===== src/rtl/bmd_axist_ep_pkg.sv =====
// ---------------------------------------------------------------------------
// bmd_axist_ep_pkg
// Definitions shared by the BMD AXI-ST endpoint PIO request path:
//   - pio_state_e           : PIO request controller FSM states
//   - CPL_SC / CPL_UR       : completion status encodings
//   - RD_LAT_DEFAULT        : default register-file read latency
//   - be_to_byte_count      : first-DW byte enables -> completion byte count
//   - be_to_lower_addr_offset : first-DW byte enables -> byte offset in the DW
// ---------------------------------------------------------------------------
package bmd_axist_ep_pkg;

  typedef enum logic [2:0] {
    ST_IDLE      = 3'd0,
    ST_WR_STROBE = 3'd1,
    ST_WR_WAIT   = 3'd2,
    ST_RD_WAIT   = 3'd3,
    ST_CPL       = 3'd4
  } pio_state_e;

  localparam logic [2:0] CPL_SC = 3'b000;
  localparam logic [2:0] CPL_UR = 3'b001;

  localparam int unsigned RD_LAT_DEFAULT = 2;

  // Bytes spanned from the lowest to the highest enabled byte. An all-zero
  // enable still reports one byte, as a zero-length read does on the link.
  function automatic logic [11:0] be_to_byte_count(input logic [3:0] be);
    logic [11:0] bc;
    casez (be)
      4'b1??1: bc = 12'd4;
      4'b01?1: bc = 12'd3;
      4'b1?10: bc = 12'd3;
      4'b0011: bc = 12'd2;
      4'b0110: bc = 12'd2;
      4'b1100: bc = 12'd2;
      default: bc = 12'd1;  // single enabled byte or no byte enabled
    endcase
    return bc;
  endfunction

  // Index of the lowest enabled byte; 0 when nothing is enabled.
  function automatic logic [1:0] be_to_lower_addr_offset(input logic [3:0] be);
    logic [1:0] off;
    casez (be)
      4'b???1: off = 2'd0;
      4'b??10: off = 2'd1;
      4'b?100: off = 2'd2;
      4'b1000: off = 2'd3;
      default: off = 2'd0;
    endcase
    return off;
  endfunction

endpackage


===== src/rtl/bmd_axist_ep_cpl_fmt.sv =====
// ---------------------------------------------------------------------------
// bmd_axist_ep_cpl_fmt
// Combinational completion-descriptor formatter. Works from the registered
// request so its outputs are stable for as long as the request is held.
// Ports:
//   len_one_i     in  1   registered request had length 1 DW
//   addr_i        in  7   registered DW address
//   be_i          in  4   registered first-DW byte enables
//   byte_count_o  out 12  completion byte count
//   lower_addr_o  out 7   completion lower address (byte granularity)
//   status_o      out 3   CPL_SC for a serviceable read, CPL_UR otherwise
// ---------------------------------------------------------------------------
module bmd_axist_ep_cpl_fmt
  import bmd_axist_ep_pkg::*;
(
  input  logic        len_one_i,
  input  logic [6:0]  addr_i,
  input  logic [3:0]  be_i,
  output logic [11:0] byte_count_o,
  output logic [6:0]  lower_addr_o,
  output logic [2:0]  status_o
);

  // Multi-DW reads are unsupported: answer UR with a fixed 4-byte count
  // and a DW-aligned lower address that ignores the byte enables.
  always_comb begin
    byte_count_o = 12'd4;
    lower_addr_o = {addr_i[4:0], 2'b00};
    status_o     = CPL_UR;
    if (len_one_i) begin
      byte_count_o = be_to_byte_count(be_i);
      lower_addr_o = {addr_i[4:0], 2'b00} + {5'b00000, be_to_lower_addr_offset(be_i)};
      status_o     = CPL_SC;
    end else begin
      byte_count_o = 12'd4;
      lower_addr_o = {addr_i[4:0], 2'b00};
      status_o     = CPL_UR;
    end
  end

endmodule


===== src/rtl/bmd_axist_ep_pio_req_ctrl.sv =====
// ---------------------------------------------------------------------------
// bmd_axist_ep_pio_req_ctrl
// PIO request controller: accepts single-DW MRd/MWr requests from the RX
// decoder, drives the register-file access port and returns MRd data to the
// TX engine as a completion descriptor.
// Ports:
//   clk, rst_n                 clock, synchronous active-low reset
//   req_*                      request from RX decoder (valid/ready)
//   addr_o, rd_be_o, rd_data_i register read port (data RD_LAT cycles later)
//   wr_be_o, wr_data_o,
//   wr_en_o, wr_busy_i         register write port with busy handshake
//   cpl_*                      completion descriptor to TX engine (valid/ready)
//   err_drop_o                 one-cycle pulse when a multi-DW write is dropped
// ---------------------------------------------------------------------------
module bmd_axist_ep_pio_req_ctrl
  import bmd_axist_ep_pkg::*;
#(
  parameter int unsigned RD_LAT = RD_LAT_DEFAULT  // 1..16
) (
  input  logic        clk,
  input  logic        rst_n,
  input  logic        req_valid,
  output logic        req_ready,
  input  logic        req_is_wr,
  input  logic [6:0]  req_addr,
  input  logic [9:0]  req_len,
  input  logic [3:0]  req_be,
  input  logic [31:0] req_data,
  input  logic [7:0]  req_tag,
  input  logic [15:0] req_rid,
  input  logic [2:0]  req_tc,
  input  logic [1:0]  req_attr,
  output logic [6:0]  addr_o,
  output logic [3:0]  rd_be_o,
  input  logic [31:0] rd_data_i,
  output logic [7:0]  wr_be_o,
  output logic [31:0] wr_data_o,
  output logic        wr_en_o,
  input  logic        wr_busy_i,
  output logic        cpl_valid,
  input  logic        cpl_ready,
  output logic [31:0] cpl_data,
  output logic [7:0]  cpl_tag,
  output logic [15:0] cpl_rid,
  output logic [2:0]  cpl_tc,
  output logic [1:0]  cpl_attr,
  output logic [2:0]  cpl_status,
  output logic [6:0]  cpl_lower_addr,
  output logic [11:0] cpl_byte_count,
  output logic        err_drop_o
);

  localparam logic [3:0] RD_LAST = 4'(RD_LAT - 32'd1);

  pio_state_e  state_q, state_d;
  logic        ready_q, ready_d;
  logic        len_one_q, len_one_d;
  logic [6:0]  addr_q, addr_d;
  logic [3:0]  be_q, be_d;
  logic [3:0]  rd_be_q, rd_be_d;
  logic [7:0]  wr_be_q, wr_be_d;
  logic [31:0] wr_data_q, wr_data_d;
  logic        wr_en_q, wr_en_d;
  logic [7:0]  tag_q, tag_d;
  logic [15:0] rid_q, rid_d;
  logic [2:0]  tc_q, tc_d;
  logic [1:0]  attr_q, attr_d;
  logic [3:0]  cnt_q, cnt_d;
  logic [31:0] cpl_data_q, cpl_data_d;
  logic        cpl_valid_q, cpl_valid_d;
  logic        err_drop_q, err_drop_d;

  logic        req_fire_s;
  logic        req_len_one_s;
  logic [11:0] fmt_byte_count_s;
  logic [6:0]  fmt_lower_addr_s;
  logic [2:0]  fmt_status_s;

  // ready_q is only ever high in IDLE, so it alone qualifies acceptance.
  assign req_fire_s    = req_valid & ready_q;
  assign req_len_one_s = (req_len == 10'd1);

  bmd_axist_ep_cpl_fmt u_cpl_fmt (
    .len_one_i    (len_one_q),
    .addr_i       (addr_q),
    .be_i         (be_q),
    .byte_count_o (fmt_byte_count_s),
    .lower_addr_o (fmt_lower_addr_s),
    .status_o     (fmt_status_s)
  );

  // Next-state, request capture and registered-output computation.
  always_comb begin
    state_d     = state_q;
    len_one_d   = len_one_q;
    addr_d      = addr_q;
    be_d        = be_q;
    rd_be_d     = rd_be_q;
    wr_be_d     = wr_be_q;
    wr_data_d   = wr_data_q;
    tag_d       = tag_q;
    rid_d       = rid_q;
    tc_d        = tc_q;
    attr_d      = attr_q;
    cnt_d       = cnt_q;
    cpl_data_d  = cpl_data_q;
    err_drop_d  = 1'b0;

    case (state_q)
      ST_IDLE: begin
        if (req_fire_s) begin
          len_one_d = req_len_one_s;
          addr_d    = req_addr;
          be_d      = req_be;
          rd_be_d   = req_is_wr ? 4'b0000 : req_be;
          wr_be_d   = req_is_wr ? {4'b0000, req_be} : 8'h00;
          wr_data_d = req_is_wr ? req_data : 32'h0000_0000;
          tag_d     = req_tag;
          rid_d     = req_rid;
          tc_d      = req_tc;
          attr_d    = req_attr;
          cnt_d     = 4'd0;
          cpl_data_d = 32'h0000_0000;
          if (req_is_wr) begin
            if (req_len_one_s) begin
              state_d = ST_WR_STROBE;
            end else begin
              // Multi-DW writes are not supported: drop with a flag only.
              err_drop_d = 1'b1;
              state_d    = ST_IDLE;
            end
          end else begin
            if (req_len_one_s) begin
              state_d = ST_RD_WAIT;
            end else begin
              state_d = ST_CPL;
            end
          end
        end else begin
          state_d = ST_IDLE;
        end
      end
      ST_WR_STROBE: begin
        // Busy may already be asserted here; it is only honoured in WR_WAIT.
        state_d = ST_WR_WAIT;
      end
      ST_WR_WAIT: begin
        if (wr_busy_i) begin
          state_d = ST_WR_WAIT;
        end else begin
          state_d = ST_IDLE;
        end
      end
      ST_RD_WAIT: begin
        // Address has been stable since acceptance; data is valid on the
        // RD_LAT-th edge after it.
        if (cnt_q == RD_LAST) begin
          cpl_data_d = rd_data_i;
          state_d    = ST_CPL;
        end else begin
          cnt_d   = cnt_q + 4'd1;
          state_d = ST_RD_WAIT;
        end
      end
      ST_CPL: begin
        if (cpl_ready) begin
          state_d = ST_IDLE;
        end else begin
          state_d = ST_CPL;
        end
      end
      default: begin
        state_d = ST_IDLE;
      end
    endcase

    ready_d     = (state_d == ST_IDLE);
    wr_en_d     = (state_d == ST_WR_STROBE);
    cpl_valid_d = (state_d == ST_CPL);
  end

  // State and datapath registers with synchronous active-low reset.
  always_ff @(posedge clk) begin
    if (!rst_n) begin
      state_q     <= ST_IDLE;
      ready_q     <= 1'b0;
      len_one_q   <= 1'b0;
      addr_q      <= 7'd0;
      be_q        <= 4'd0;
      rd_be_q     <= 4'd0;
      wr_be_q     <= 8'd0;
      wr_data_q   <= 32'd0;
      wr_en_q     <= 1'b0;
      tag_q       <= 8'd0;
      rid_q       <= 16'd0;
      tc_q        <= 3'd0;
      attr_q      <= 2'd0;
      cnt_q       <= 4'd0;
      cpl_data_q  <= 32'd0;
      cpl_valid_q <= 1'b0;
      err_drop_q  <= 1'b0;
    end else begin
      state_q     <= state_d;
      ready_q     <= ready_d;
      len_one_q   <= len_one_d;
      addr_q      <= addr_d;
      be_q        <= be_d;
      rd_be_q     <= rd_be_d;
      wr_be_q     <= wr_be_d;
      wr_data_q   <= wr_data_d;
      wr_en_q     <= wr_en_d;
      tag_q       <= tag_d;
      rid_q       <= rid_d;
      tc_q        <= tc_d;
      attr_q      <= attr_d;
      cnt_q       <= cnt_d;
      cpl_data_q  <= cpl_data_d;
      cpl_valid_q <= cpl_valid_d;
      err_drop_q  <= err_drop_d;
    end
  end

  assign req_ready  = ready_q;
  assign addr_o     = addr_q;
  assign rd_be_o    = rd_be_q;
  assign wr_be_o    = wr_be_q;
  assign wr_data_o  = wr_data_q;
  assign wr_en_o    = wr_en_q;
  assign err_drop_o = err_drop_q;

  assign cpl_valid  = cpl_valid_q;
  assign cpl_data   = cpl_data_q;
  assign cpl_tag    = tag_q;
  assign cpl_rid    = rid_q;
  assign cpl_tc     = tc_q;
  assign cpl_attr   = attr_q;
  // Formatter outputs are forced to zero outside CPL so that the idle
  // register state (length 0) does not show up as a UR descriptor.
  assign cpl_status     = cpl_valid_q ? fmt_status_s     : 3'b000;
  assign cpl_lower_addr = cpl_valid_q ? fmt_lower_addr_s : 7'd0;
  assign cpl_byte_count = cpl_valid_q ? fmt_byte_count_s : 12'd0;

endmodule

===== config.mk =====
export PLATFORM = sky130hd
export DESIGN_NAME = bmd_axist_ep_pio_req_ctrl
export DESIGN_NICKNAME = d
export VERILOG_FILES = /design/src/rtl/bmd_axist_ep_pkg.sv /design/src/rtl/bmd_axist_ep_cpl_fmt.sv /design/src/rtl/bmd_axist_ep_pio_req_ctrl.sv
export SDC_FILE = /design/constraint.sdc
export NUM_CORES = 1
export LEC_CHECK = 0
export BUFFER_PORTS_ARGS = -buffer_cell sky130_fd_sc_hd__buf_2
export CAP_MARGIN = 25
export CORE_ASPECT_RATIO = 0.5
export CORE_UTILIZATION = 29
export DETAILED_ROUTE_END_ITERATION = 8
export GPL_ROUTABILITY_DRIVEN = 0
export PLACE_DENSITY = 0.63
export SETUP_SLACK_MARGIN = 0.5
export SLEW_MARGIN = 0
export SYNTH_ARGS = -nofsm -noshare
export SYNTH_HDL_FRONTEND = slang
export SYNTH_SLANG_ARGS = --single-unit

===== constraint.sdc =====
create_clock -name clk -period 1.9 [get_ports clk]
set_clock_uncertainty 0.05 [all_clocks]
set_input_delay 0.095 -clock clk [delete_from_list [all_inputs] [get_ports clk]]
set_output_delay 0.095 -clock clk [all_outputs]
set_load 0.005 [all_outputs]

==> key figures <==
Floorplan
  – Initial Util: ~30%
  – Die area: ~17000 sq um
  – Io pins: roughly 260
  – Row count: 33
  – Die H: approximately 94 um
  – Die W: 186 um
  – Core area: 16500 sq um

Final layout
  – Non-Filler Instances: between 1000 and 1500
  – Layout cell share with drive strength beyond 1: between 50 and 60%
  – Final nets: around 1100
  – Layout Utilization: between 60% and 70%
  – Fin area: a little over 10000 sq um
  – Antenna cells: 0
  – Synthesis-to-layout area growth: 108%

Timing
  – Final Hold Viols: 0
  – Slew @ Worst Pin: about 1.2 ns
  – Slew Viols, Final: 0
  – Setup violations, final: 0
  – Setup TNS: 0 ns
  – RSZ-0062 raised after global routing: true
  – FMAX: between 0.5 and 0.6 GHz
  – Max-slew headroom: roughly 22%
  – Final worst path period share: approximately nine tenths
  – Post-route minimum period: between 1.5 and 2 ns

Clocking
  – Clock buffer depth: 2
  – Clock latency at the later pin of the worst-skew pair: 0.41 ns
  – CTS tree: yes
  – H-Tree Depth: 4
  – Clk sink count: roughly 120
  – Root Driver: clkbuf_16
  – Worst-path clk slew: approximately 0.070 ns
  – Num CTS Buffers: 17

Place
  – Placed cell area: about 6300 sq um
  – DP HPWL: around 10000 um
  – Placed Instances: 974
  – Number of port buffers: between 200 and 250

Worst hold path
  – Worst hold path class: primary input to flop
  – Hold path endpoint: state_q[2]
  – Hold Crit Start: req_len[6]
  – WHS Path Cells: 4

Critical path
  – Arrival time at the worst endpoint: approximately 2.0 ns
  – Reg2Reg Setup Slack: roughly 0.17 ns
  – Cell Chain, Critical Path: and3b_4, buf_6, buf_12, buf_12, clkbuf_16, nand3_2, a21oi_1
  – Startpoint class of the critical path: flop
  – Crit path capture type: flop
  – Worst setup path category: flop to flop
  – CP peak stage delay: approximately 0.36 ns
  – Reg2Reg Depth: 7
  – Worst path slowest cell: and3b_4
  – RR Startpoint: state_q[2]
  – CP max FO: 5
  – CP most frequent cell: buf_12
  – WP data required: between 2 and 2.5 ns
  – Reg2reg end: cpl_rid[1]
  – CP top delay family: buffers and inverters
  – CP Buf/Inv Count: 4
  – Critical Path Stages: 7

Synthesis
  – Post-synthesis sequential area ratio: around 51%
  – Synth cell count leaders: dfxtp_1 (124), a21oi_1 (89), o21ai_0 (86)
  – EDFF count, synth: 0
  – Synth area leader: dfxtp_1
  – Synth top area cells: dfxtp_1 (51%), a21oi_1 (9.1%), o21ai_0 (8.8%)
  – Synth warn: 0
  – Synthesized cell area: roughly 4900 sq um
  – Avg Inst Size Synth: approximately 9.0 sq um
  – Post-synth ARST share: 0%
  – Gate Count Post-Synth: between 500 and 600
  – Dominant synthesized flop cell: dfxtp_1
  – #FFs+latches synth: between 100 and 150
  – Top-count cell post-synth: dfxtp_1
  – Synth top area share: 50.5%
  – Yosys cell types: 43

Job
  – Maxcap violations: 0

GRT
  – GR Overflow Total: 0
  – First-pass GRT wire length: between 30000 and 40000 um
  – Total track usage: around a quarter
  – Number of global-route vias before repair: ~5800
  – Initial antenna violation count: 0
  – Largest net degree at the start of global routing: between 80 and 90

Drt
  – Vias: 6390
  – First DRT Iteration DRCs: 282
  – WL final: ~24000 um
  – DR WL/cell: 20.6 um
  – DRT Pass-1 Iters: 5
  – Via density: 5.39
  – ANT nets after route: 0
  – # DRC: 0

Power
  – Post-route total power: 7.30 mW
  – PD cells: 713 nW/um^2
  – Standby leakage power: between 4 and 5 nW
  – VDD IR max: about 0.63 mV

Status
  – Run status: complete, no violations
-- report_power, final --
group,switching (mW),leakage [nW],internal [mW]
logic,0.511,2.99,0.608
registers,0.0566,1.01,2.67
clock network,1.26,0.297,2.20
total,1.83,4.30,5.47
-- cell families after synthesis --
family	count (synthesis)	synth area share [%]
compound gates	219	25.9
fa+ha+maj	2	0.509
other cells	1	0.0763
flops	124	50.5
simple gates	124	15.0
buf+inv	78	7.94
-- cell usage in the layout, fill, tap and decap left out, drive strengths merged, types with 2 or more instances in the layout --
master       synthesis  routed
and2                 5       5
and3b                2       2
nor2                 5       5
clkbuf              45      26
nor4                 3       3
dlygate4sd3          0     107
nor4b                3       3
ha                   2       2
nor3                 4       4
a22o                34      34
a221oi               1       2
or3                  2       2
a21oi               89      89
bufinv               0       4
nand3b               2       2
dfxtp              124     124
buf                 29     321
nand4b               4       4
a311oi               2       2
inv                  4       6
o21ai               86      86
nand3               43      43
clkinvlp             0       3
or2                  1       3
clkinv               0       5
nand2                6       6
nand4               37      37
conb                 1      15
-- area by class of cell --
class                      count  area, sq um
fill                        1174         6230
timing repair buffer         436         3850
multi-input combinational    363         2950
sequential                   124         2520
clock buffer                  18          429
tap                          227          284
clock inverter                14          194
inverter                       4         15.0
-- sequential cells by signal, summed over array words and instances, names as in the netlist --
signal	flops
err_drop_o	1
rd_be_o	4
len_one_q	1
cpl_data	32
cpl_valid	1
cnt_q	4
wr_be_o	4
cpl_tc	3
req_ready	1
wr_en_o	1
wr_data_o	32
cpl_rid	16
state_q	3
cpl_tag	8
be_q	4
cpl_attr	2
addr_o	7
-- worst max path at each step --
stage,from,end,slack [ns]
after floorplan,cnt_q[1],cpl_data[10],0.41
after global placement,cnt_q[1],cpl_data[29],-0.16
after detailed placement,cnt_q[1],cpl_data[8],-0.20
after CTS,cnt_q[1],cpl_data[27],0.34
after global routing,state_q[2],cpl_rid[1],0.14
final,state_q[2],cpl_rid[1],0.17
-- stage by stage --
stage / setup slack [ns] / hold WS, ns
after floorplan: 0.406 / 0.162
after global placement: -0.163 / 0.262
after detailed placement: -0.203 / 0.266
after global routing: 0.141 / 0.0321
after CTS: 0.343 / 0.0108
final: 0.172 / 0.0223
-- repair_timing --
action                                 4_1_cts  5_1_grt
buffers inserted                            35        7
gates cloned                                23        8
gates resized for setup                    107      156
hold buffers                               107        0
pin swaps                                   59      119
setup endpoints to repair                  129      128
endpoints found under the hold margin      118        0
-- worst reg2reg max path: cells and delay by family, from the launching register on --
kind / cells / cell delay (ns)
buf+inv: 4 / 0.57
flops: 1 / 0.34
compound gates: 1 / 0.23
simple gates: 2 / 0.43
-- layer usage --
layer  routed length, um  track usage, %  vias up
met1                9730            27.7     3090
met4                1230            13.1        0
met5                   0               0        -
met3                1750            6.09      100
met2               11700            39.5      362
li1                    -               -     2838
Power figures use the tool's default switching activity.
